`config.mk`:
```
export PLATFORM = sky130hd
export DESIGN_NAME = act_c2_reg_stage
export DESIGN_NICKNAME = d
export VERILOG_FILES = /design/src/rtl/act_pkg.sv /design/src/rtl/act_c2_sel.sv /design/src/rtl/act_c2_reg_stage.sv
export SDC_FILE = /design/constraint.sdc
export NUM_CORES = 1
export LEC_CHECK = 0
export BUFFER_PORTS_ARGS = -buffer_cell sky130_fd_sc_hd__buf_2
export CAP_MARGIN = 20
export CELL_PAD_IN_SITES_DETAIL_PLACEMENT = 0
export CELL_PAD_IN_SITES_GLOBAL_PLACEMENT = 1
export CORE_AREA = 2 2 83 61
export CTS_CLUSTER_SIZE = 8
export DETAILED_ROUTE_END_ITERATION = 8
export DIE_AREA = 0 0 85 63
export GPL_TIMING_DRIVEN = 0
export MAX_ROUTING_LAYER = met4
export PLACE_DENSITY_LB_ADDON = 0.3
export SLEW_MARGIN = 20
export SYNTH_ARGS = -nofsm -noshare
export SYNTH_HDL_FRONTEND = slang
export SYNTH_SLANG_ARGS = --single-unit
export TNS_END_PERCENT = 1
```
`constraint.sdc`:
```
create_clock -name clk -period 1.45 [get_ports clk]
set_clock_uncertainty 0.1 [all_clocks]
set_input_delay 0.29 -clock clk [delete_from_list [all_inputs] [get_ports clk]]
set_output_delay 0.29 -clock clk [all_outputs]
set_load 0.02 [all_outputs]
```
`src/rtl/act_pkg.sv`:
```
// rtl/act_pkg.sv - shared constants and types for the C2 select consumer stage
package act_pkg;

   localparam int XLEN_DEF = 8;

   typedef enum logic [1:0] {
      EMPTY = 2'd0,
      ONE   = 2'd1,
      TWO   = 2'd2
   } state_t;

   localparam logic [1:0] SEL_00 = 2'b00;
   localparam logic [1:0] SEL_01 = 2'b01;
   localparam logic [1:0] SEL_10 = 2'b10;
   localparam logic [1:0] SEL_11 = 2'b11;

endpackage

```
`src/rtl/act_c2_sel.sv`:
```
// rtl/act_c2_sel.sv - combinational C2 selection: S1 = A1|B1, S0 = A0&B0, 4:1 word pick
module act_c2_sel
   import act_pkg::*;
#(
   parameter int XLEN = XLEN_DEF
) (
   input  logic [XLEN-1:0] i_d00,
   input  logic [XLEN-1:0] i_d01,
   input  logic [XLEN-1:0] i_d10,
   input  logic [XLEN-1:0] i_d11,
   input  logic            i_a1,
   input  logic            i_b1,
   input  logic            i_a0,
   input  logic            i_b0,
   output logic [XLEN-1:0] o_data
);

   logic [1:0] w_code;

   assign w_code = {i_a1 | i_b1, i_a0 & i_b0};

   always_comb begin
      o_data = i_d00;
      case (w_code)
         SEL_00:  o_data = i_d00;
         SEL_01:  o_data = i_d01;
         SEL_10:  o_data = i_d10;
         SEL_11:  o_data = i_d11;
         default: o_data = i_d00;
      endcase
   end

endmodule

```
`src/rtl/act_c2_reg_stage.sv`:
```
// rtl/act_c2_reg_stage.sv - registered C2 consumer with 2-entry skid buffer; ACT_C2_REG_STAGE_CLR_EN adds clr flush
module act_c2_reg_stage
   import act_pkg::*;
#(
   parameter int XLEN  = XLEN_DEF,
   parameter int CNT_W = 8
) (
   input  logic             clk,
   input  logic             rst_n,
`ifdef ACT_C2_REG_STAGE_CLR_EN
   input  logic             clr,
`endif
   input  logic             in_valid,
   output logic             in_ready,
   input  logic [XLEN-1:0]  D00,
   input  logic [XLEN-1:0]  D01,
   input  logic [XLEN-1:0]  D10,
   input  logic [XLEN-1:0]  D11,
   input  logic             A1,
   input  logic             B1,
   input  logic             A0,
   input  logic             B0,
   output logic             out_valid,
   input  logic             out_ready,
   output logic [XLEN-1:0]  out_data,
   output logic [CNT_W-1:0] out_cnt
);

   state_t            r_state;
   state_t            w_next;
   logic              r_in_ready;
   logic [XLEN-1:0]   r_head;
   logic [XLEN-1:0]   r_skid;
   logic [CNT_W-1:0]  r_cnt;
   logic [XLEN-1:0]   w_sel;
   logic              w_in_xfer;
   logic              w_out_xfer;
   logic              w_clr;

`ifdef ACT_C2_REG_STAGE_CLR_EN
   assign w_clr = clr;
`else
   assign w_clr = 1'b0;
`endif

   act_c2_sel #(.XLEN(XLEN)) u_sel (
      .i_d00  (D00),
      .i_d01  (D01),
      .i_d10  (D10),
      .i_d11  (D11),
      .i_a1   (A1),
      .i_b1   (B1),
      .i_a0   (A0),
      .i_b0   (B0),
      .o_data (w_sel)
   );

   assign w_in_xfer  = in_valid & r_in_ready;
   assign w_out_xfer = out_valid & out_ready;

   always_comb begin
      w_next = r_state;
      case (r_state)
         EMPTY: if (w_in_xfer) w_next = ONE;
         ONE: begin
            if (w_in_xfer && !w_out_xfer)      w_next = TWO;
            else if (!w_in_xfer && w_out_xfer) w_next = EMPTY;
         end
         TWO:     if (w_out_xfer) w_next = ONE;
         default: w_next = EMPTY;
      endcase
      if (w_clr) w_next = EMPTY;
   end

   // in_ready is registered from the next state so it never depends on inputs combinationally
   always_ff @(posedge clk) begin
      if (!rst_n) begin
         r_state    <= EMPTY;
         r_in_ready <= 1'b0;
      end else begin
         r_state    <= w_next;
         r_in_ready <= (w_next != TWO);
      end
   end

   always_ff @(posedge clk) begin
      if (!rst_n) begin
         r_head <= '0;
         r_skid <= '0;
         r_cnt  <= '0;
      end else begin
         if (w_out_xfer) r_cnt <= r_cnt + CNT_W'(1);
         if (w_clr) begin
            r_head <= '0;
            r_skid <= '0;
         end else begin
            case (r_state)
               EMPTY: if (w_in_xfer) r_head <= w_sel;
               ONE: begin
                  if (w_in_xfer && w_out_xfer) r_head <= w_sel;
                  else if (w_in_xfer)          r_skid <= w_sel;
               end
               TWO:     if (w_out_xfer) r_head <= r_skid;
               default: ;
            endcase
         end
      end
   end

   assign in_ready  = r_in_ready;
   assign out_valid = (r_state != EMPTY);
   assign out_data  = r_head;
   assign out_cnt   = r_cnt;

endmodule

```
======== After elaboration in Yosys (flattened, before gate mapping) ========
Cells that the tools add are included.
word-level totals
  register bits ........................... 27
  input bits .............................. 40
cells by class
  muxes and demuxes ....................... 10
  add/subtract/negate cells ............... 1
  bitwise operators ....................... 5
  eq/ne operators ......................... 9
  reduce and logical (&&, ||, !) cells .... 11
operators with widths
  kind                                                              number
  8-bit case mux with 4 select lines                                1
  8-bit 2-to-1 mux                                                  3
  8-bit case mux with 3 select lines                                1
  8-bit by 1-bit adder with 8-bit output (second input constant)    1
  2-bit 2-to-1 mux                                                  4
  2-bit != test (second input constant)                             4
  2-bit == test (second input constant)                             3
  2-bit case mux with 3 select lines                                1
  2-bit by 1-bit == test with 1-bit output (second input constant)  2
  2-bit zero test                                                   2
  4-bit AND reduction                                               1
  1-bit bitwise AND                                                 3
  1-bit logical AND                                                 3
  3-bit AND reduction                                               1
  3-bit nonzero test                                                1
  1-bit zero test                                                   2
  2-bit nonzero test                                                1
  1-bit inverter                                                    1
  1-bit OR                                                          1

======== Depth between registers and ports, before layout ========
Gate-level depths: netlist of the first run.
  depth after elaboration ................. 7
  gate-level depth with buffers ........... 6
  mapped depth without buffers ............ 4

======== Cells and area by module ========
From an unflattened synthesis of the first run, not the netlist that was laid out.
unflattened totals
  cells, all modules ...................... 127
  area total of the unflattened synthesis .. 1418.9 um^2
modules (own cells, without submodules)
  module            instances  area an instance (um^2)  seq. area each (um^2)  cells each
  act_c2_reg_stage  1          1221.2                   540.5                  117
  act_c2_sel        1          197.7                    0.0                    10

======== Least setup slack after synthesis of the first run ========
No wires, ideal clock.
  path kind ............................... reg-to-reg
  start ................................... reg r_in_ready (netlist: in_ready)
  end ..................................... reg r_skid[0]
  data arrival time ....................... 1.387 ns
  required time ........................... 1.280 ns
  clock period less this slack ............ 1.558 ns
  path buffers ............................ 1
  stages on the path, launching flop included .. 6
  slack ................................... -0.108 ns
  setup time .............................. 0.070 ns
  path through ............................ dfxtp_1 nand2_2 nor4b_4 and2_1 buf_6 o2bb2ai_1
on the way
  word-level cells in the longest chain between the ends .. 4
RTL lines
  element                          RTL line                 RTL
  start: declaration               act_c2_reg_stage.sv:31   logic r_in_ready;
  start signal: assignment         act_c2_reg_stage.sv:82   r_in_ready <= (w_next != TWO);
  1-bit bitwise AND *              act_c2_reg_stage.sv:58   assign w_in_xfer = in_valid & r_in_ready;
  1-bit logical AND                act_c2_reg_stage.sv:100  if (w_in_xfer && w_out_xfer) r_head <= w_sel;
  1-bit inverter (no line)         -
  3-bit AND reduction (no line) *  -
  end signal: assignment           act_c2_reg_stage.sv:101  else if (w_in_xfer) r_skid <= w_sel;
  end: declaration                 act_c2_reg_stage.sv:33   logic [XLEN-1:0] r_skid;
Mark *: on every way between the ends. The rest lies on a longest branch, timed or not.
A chain may end at the register's enable or synchronous reset.

======== Worst setup path after layout of the first run ========
  start ................................... reg r_state[1]
  end ..................................... out out_valid
on the way
  word-level cells in the longest chain between the ends .. 1
RTL lines
  element                   RTL line                 RTL
  start: declaration        act_c2_reg_stage.sv:29   state_t r_state;
  start signal: assignment  act_c2_reg_stage.sv:81   r_state <= w_next;
  2-bit nonzero test        act_c2_reg_stage.sv:111  assign out_valid = (r_state != EMPTY);
  end: declaration          act_c2_reg_stage.sv:23   output logic out_valid,
No other way between the ends.

==> results of run 1 <==
## metrics by stage
stage | instances | power, W | utilization | TNS (ns) | worst slack, ns
CTS | 258 | 0.00155 | 0.393 | -0.145 | -0.128
detailed placement | 253 | 0.00111 | 0.375 | -2.81 | -0.219
finish | 259 | 0.00154 | 0.403 | -0.0137 | -0.0137
global placement | 253 | 0.00111 | 0.375 | -2.50 | -0.180
floorplan | 141 | 0.000993 | - | 0 | 0.00811
global route | 259 | 0.00163 | 0.403 | -0.365 | -0.0520
## area by class of cell
type	instances	share of cell area
repair buffers	58	0.164
plain buffers	9	0.0324
well taps	57	0.0385
clock buffers	4	0.0243
flip-flops and latches	27	0.294
multi-input cells	104	0.447
## repair_timing
action / CTS / global route
pin swaps: 2 / 0
endpoints found under the setup margin: 19 / 18
resized for setup: 6 / 14
buffers inserted: 1 / 2
## routing by layer
metal  share of wire  vias up
li1                -      636
met1            0.48      603
met2            0.46       38
met3           0.051        2
met4          0.0087        0
met5               0        -
## power groups by stage
stage | sequential [W] | clock, W | combinational (W)
finish | 0.000799 | 0.000424 | 0.000313
global route | 0.000805 | 0.000478 | 0.000349
CTS | 0.000793 | 0.000442 | 0.000312
detailed placement | 0.000809 | 0 | 0.000300
global placement | 0.000808 | 0 | 0.000299
floorplan | 0.000840 | 0 | 0.000153
## flip-flops by register name (all words and copies together) (netlist names)
signal / count
r_state: 2
in_ready: 1
out_cnt: 8
r_skid: 8
out_data: 8
## worst max path at each step
stage                        endpoint  cells after the start
5_1_grt                     out_valid                      3
4_1_cts                     out_valid                      3
3_3_place_gp   r_skid[7]$_SDFFE_PN0P_                      5
3_5_place_dp   r_skid[7]$_SDFFE_PN0P_                      5
6_report                    out_valid                      3
2_1_floorplan  r_skid[0]$_SDFFE_PN0P_                      5
## logic make-up (layout without fill, tap and decap cells)
family | count (synthesis) | in the layout | synth area share
AOI/OAI and AO/OA | 37 | 37 | 0.164
xor gates and xnor gates | 7 | 7 | 0.0445
adders and majority gates | 1 | 1 | 0.00908
buffers and inverters | 10 | 71 | 0.0409
DFF | 27 | 27 | 0.392
muxes | 9 | 9 | 0.138
and+or+nand+nor | 50 | 50 | 0.211
## tightest hold or removal path: cells and delay by family
family	cells	cell delay, ns
simple gates	1	0.10
buf+inv	1	0.19
compound gates	1	0.08
## layout by cell type, fill, tap and decap left out
cell type and instances:
buf_2 54, dfxtp_1 24, nand2_1 20, a21oi_1 13, and2_1 8, mux4_2 8
o2bb2ai_1 8, o21ai_0 8, xnor2_1 6, a21oi_2 5, buf_6 4, clkbuf_1 4
clkbuf_2 3, nand4_1 3, nor2b_1 3, clkbuf_8 3, dfxtp_2 3, buf_4 3
and3_1 2, nand2_2 2, nand3b_1 2, nand4b_1 2, or2_4 1, o2111a_2 1
nor2_2 1, nor4b_4 1, and2_4 1, nand2b_1 1, nand4bb_4 1, nand3_2 1
o21a_2 1, mux2i_1 1, xor2_1 1, nand3_1 1, o21a_1 1, ha_1 1
## synth_stat cells
cell type | number | area (um^2)
dfxtp_1 | 27 | 541
nand2_1 | 20 | 75.1
a21oi_1 | 18 | 90.1
and2_1 | 9 | 56.3
mux4_2 | 8 | 180
o21ai_0 | 8 | 40.0
o2bb2ai_1 | 8 | 70.1
xnor2_1 | 6 | 52.6
clkbuf_1 | 4 | 15.0
nand4_1 | 3 | 18.8
nor2b_1 | 3 | 18.8
and3_1 | 2 | 12.5
buf_2 | 2 | 10.0
buf_6 | 2 | 22.5
nand2_2 | 2 | 12.5
nand3_1 | 2 | 10.0
nand3b_1 | 2 | 15.0
nand4b_1 | 2 | 17.5
o21a_1 | 2 | 15.0
buf_1 | 1 | 3.75
clkbuf_2 | 1 | 5.00
ha_1 | 1 | 12.5
mux2i_1 | 1 | 10.0
nand2b_1 | 1 | 6.26
nand4bb_1 | 1 | 11.3
nor2_2 | 1 | 6.26
nor4b_4 | 1 | 23.8
o2111a_1 | 1 | 11.3
or2_2 | 1 | 6.26
xor2_1 | 1 | 8.76
==> impl_results.md, run 1 <==
- Status: complete, but fails checks
- Failing checks: negative setup slack
- Slew HR: 0.712
- Required @ worst endpoint: 1.06 ns
- Router iterations before antenna repair: 4
- Crit path cell chain: buf_6, or2_4, buf_6
- Max Fclk: approximately 0.68 GHz
- Total GRT Usage: 0.141
- Tmin final: around 1.5 ns
- Vias in the first global route: 1261
- Multi-input gate area: 828 um^2
- Number of remaining DRC errors: 0
- GRT busiest layer: met2
- Final WL: 3440 um
- #FFs+latches synth: 27
- Slew Limit Fails: 0
- Worst Hold Endpoint: in_ready$_SDFF_PN0_
- First-pass GRT wire length: 5940 um
- Post-DP HPWL: around 2600 um
- Power Dens Cells: approximately 830 nW/um^2
- R2r startpoint: r_state[1]$_SDFF_PN0_
- CP arrival: 1.07 ns
- Final setup fails: 1
- Delay-heaviest family, CP: flip-flops
- Number of buffers and inverters on the critical path: 2
- Yosys warnings: 0
- Routing usage on met2: 0.214
- Post-synth cell types: 30
- Via-to-Cell Ratio: a little under 5
- Rows: 21
- Hold_sp: out_ready
- Die height: around 63 um
- Total internal power: 0.00112 W
- Initial antenna violation count: 0
- Synth-to-layout area growth: 34.5%
- Buffers on Ports: 55
- Clock latency on the worst-skew pair: roughly 0.27 ns
- Post-synthesis cell count: 141
- Storage element area: 544 um^2
- FF-to-FF path depth: 6
- R2r endpoint: r_skid[7]$_SDFFE_PN0P_
- Ratio of cells with drive above 1 in the final layout: 0.460
- CP Capture Type: primary output
- Clock share of power: 0.276
- Critical path class: flop to primary output
- Initial Utilization: 0.300
- Slowest cell delay on critical path: approximately 0.33 ns
- Vias: around 1300
- Design area: roughly 1900 um^2
- Root Buffer: clkbuf_8
- Remaining antenna violation count: 0
- N_diodes: 0
- Fin nets: around 240
- Met1 GRT Util: 0.193
- Seq/Total Area, Yosys: 0.392
- R2R setup slack: 0.03 ns
- Clock-pin slew on the worst setup and hold paths: 0.09 ns
- Fin. Hold Viols: 0
- Initial DRC count: 33
- CTS buffer count: 3
- IO Pins: 58
- Core box area: 4600 um^2
- CTS sink count: 27
- GRT Residual Overflow: 0
- Largest net degree at the start of global routing: 15
- Die Width: 85 um
- Post-DR wirelength/cell: 13.3 um
- Final WS setup: -0.0137 ns
- Syn Nets: 182
- Die area: 5360 um^2
- Max_cap viols: 0
- Final worst-path cycle share: 1.01
- Crit-path most repeated cell: buf_6
- RSZ-0062 raised after global routing: true
- Dpl cell area: 1730 um^2
- Clock Tree Buf Depth: 2
- Crit-path max FO: 7
- CP startpoint: r_state[1]$_SDFF_PN0_
- Sw Share: 0.268
- Hold buffers post-CTS: 0
- GP Congestion: ~0.72
- Worst Tran Pin Value: approximately 0.43 ns
- Cell area after synthesis: 1380 um^2
- H-tree Lvls: 1
- Lkg Pwr: 0.810 nW
- Switch Pwr: slightly above 0.0004 W
- Flop pwr share: 0.520
- Synth Area per Inst: 9.77 um^2
- Worst hold margin: 0.322 ns
- Met3 Use GR: 0.0357
- # fillers: roughly 470
- Startpoint Class: flop
- Worst VDD drop: 0.000438 V
- HP Class: input pin to flop
- Logic gate share of total power: 0.204
- CTS tree: built
- Cell depth of the worst hold path: 3
- Worst path slowest cell: dfxtp_2
Power figures use the tool's default switching activity.
==> run 2, diff against run 1 <==
Settings changed: CORE_AREA 2 2 83 61 to 2 2 76 57, DIE_AREA 0 0 85 63 to 0 0 78 59.
Clock period 1.45 ns to 1.7 ns, I/O delays scaled along.
==> impl_results.md, run 2 (synthesis gave the netlist of run 1 again) <==
- Slew Limit Fails: 0 (unchanged)
- Core box area: 3800 um^2 (was 4600 um^2)
- Fin nets: 244 (unchanged)
- Required @ worst endpoint: 1.26 ns (was 1.06 ns)
- Post-DR wirelength/cell: 13.2 um (was 13.3 um)
- Lkg Pwr: 0.799 nW (was 0.810 nW)
- Post-DP HPWL: 2550 um (about the same)
- Final Util: 0.467 (was 0.403)
- Root Buffer: clkbuf_8 (unchanged)
- Worst path slowest cell: dfxtp_1 (was dfxtp_2)
- Startpoint Class: flop (unchanged)
- Synth-to-layout area growth: 29.1% (was 34.5%)
- Initial Utilization: 0.362 (was 0.300)
- CTS buffer count: 3 (unchanged)
- GP Congestion: 0.730 (was 0.725)
- Crit-path max FO: 10 (was 7)
- Slowest cell delay on critical path: 0.31 ns (was 0.33 ns)
- Power Dens Cells: 722 nW/um^2 (was 829 nW/um^2)
- Worst VDD drop: 0.000302 V (was 0.000438 V)
- RSZ-0062 raised after global routing: false (was true)
- Crit path cell chain: buf_2, or2_2, buf_2 (was buf_6, or2_4, buf_6)
- Hold buffers post-CTS: 0 (unchanged)
- Initial antenna violation count: 0 (unchanged)
- HP Class: flop to flop (was input pin to flop)
- Clock-pin slew on the worst setup and hold paths: 0.09 ns (about the same)
- H-tree Lvls: 1 (unchanged)
- R2r startpoint: r_state[0]$_SDFF_PN0_ (was r_state[1]$_SDFF_PN0_)
- Total power: 0.00128 W (was 0.00154 W)
- Ratio of cells with drive above 1 in the final layout: 0.386 (was 0.460)
- CP arrival: 1.19 ns (was 1.07 ns)
- CP Capture Type: primary output (unchanged)
- R2R setup slack: 0.12 ns (was 0.03 ns)
- Design area: 1780 um^2 (was 1850 um^2)
- Fin. Hold Viols: 0 (unchanged)
- GRT Residual Overflow: 0 (unchanged)
- Largest net degree at the start of global routing: 15 (unchanged)
- Setup crit end: out_valid (unchanged)
- Die height: 59 um (was 63 um)
- Slew HR: 0.707 (was 0.712)
- Critical path class: flop to primary output (unchanged)
- Clock latency on the worst-skew pair: 0.26 ns (was 0.27 ns)
- IO Pins: 58 (unchanged)
- FF-to-FF path depth: 5 (was 6)
- CTS sink count: 27 (unchanged)
- Vias: 1274 (was 1279)
- Rows: 19 (was 21)
- Initial DRC count: 71 (was 33)
- Router iterations before antenna repair: 4 (unchanged)
- # fillers: 396 (was 469)
- Clock Tree Buf Depth: 2 (unchanged)
- Via-to-Cell Ratio: 5.02 (was 4.94)
- Final worst-path cycle share: 0.957
- Total Neg Setup Slack: 0 ns (was -0.0137 ns)
- CP startpoint: r_state[0]$_SDFF_PN0_ (was r_state[1]$_SDFF_PN0_)
- Tmin final: 1.63 ns
- Dpl cell area: 1720 um^2 (was 1730 um^2)
- Vias in the first global route: 1260 (was 1261)
- Status: finished, final reports clean (was complete, but fails checks)
- Number of remaining DRC errors: 0 (unchanged)
- Remaining antenna violation count: 0 (unchanged)
- First-pass GRT wire length: 5780 um (was 5940 um)
- CTS tree: built (unchanged)
- Commonest cells after routing, fill and taps aside: buf_2, dfxtp_1, nand2_1 (unchanged)
- Final setup fails: 0 (was 1)
- Crit-path most repeated cell: buf_2 (was buf_6)
- Max Fclk: 0.614 GHz
- Die Width: 78 um (was 85 um)
- Max_cap viols: 0 (unchanged)
- R2r endpoint: out_data[1]$_SDFFE_PN0P_ (was r_skid[7]$_SDFFE_PN0P_)
- Total GRT Usage: 0.166 (was 0.141)
- N_diodes: 0 (unchanged)
- Worst Tran Pin Value: 0.439 ns (was 0.432 ns)
- Buffers on Ports: 55 (unchanged)
- Most common cell after layout, fill and taps aside: buf_2 (unchanged)
- Die area: 4600 um^2 (was 5360 um^2)
- Final WL: 3350 um (was 3440 um)
## run 2: area by class of cell
class	count	area, um^2	area share
buffer	10	56.3	0.0317
clock buffer	4	45.0	0.0253
multi-input combinational	104	781	0.439
sequential	27	541	0.304
tap	52	65.1	0.0366
timing repair buffer	57	290	0.163
## run 2: power by group
group	switching [W]	internal, W
clock network	0.000184	0.000167
logic	0.000139	0.000119
registers	0.0000154	0.000659
total	0.000338	0.000946
## run 2: timing repair
| action | in CTS | in global routing |
|---|---|---|
| gates resized for setup | 0 | 0 |
| setup buffers | 0 | 2 |
| endpoints found under the setup margin | 0 | 8 |
| hold endpoints to repair | 0 | 0 |
## run 2: metrics by stage
step	setup WS (ns)	std cells	hold slack [ns]
final	0.0726	254	0.364
after global routing	0.00290	254	0.392
after CTS	0.0523	252	0.365
after detailed placement	0.0198	248	0.353
after global placement	0.0534	248	0.350
after floorplan	0.142	141	0.342
## run 2: worst max-delay path, delay by kind of cell (launching register included)
kind	cells	cell delay [ns]
AND/OR/NAND/NOR	1	0.30
flip-flops	1	0.31
buffers and inverters	2	0.32
## run 2: per-layer routing
metal,up-vias,track usage,wire (um)
met5,-,-,0
met1,602,0.206,1550
met4,0,0.0376,27
met2,37,0.283,1610
li1,633,-,-
met3,2,0.0351,158
## run 2: how the worst min path moves through the flow
| stage | from | endpoint | cells past startpoint |
|---|---|---|---|
| global route | r_skid[5]$_SDFFE_PN0P_ | r_skid[5]$_SDFFE_PN0P_ | 2 |
| CTS | r_skid[3]$_SDFFE_PN0P_ | r_skid[3]$_SDFFE_PN0P_ | 2 |
| detailed placement | r_skid[3]$_SDFFE_PN0P_ | r_skid[3]$_SDFFE_PN0P_ | 2 |
| floorplan | r_skid[0]$_SDFFE_PN0P_ | r_skid[0]$_SDFFE_PN0P_ | 2 |
| finish | r_skid[6]$_SDFFE_PN0P_ | r_skid[6]$_SDFFE_PN0P_ | 2 |
| global placement | r_skid[5]$_SDFFE_PN0P_ | r_skid[5]$_SDFFE_PN0P_ | 2 |
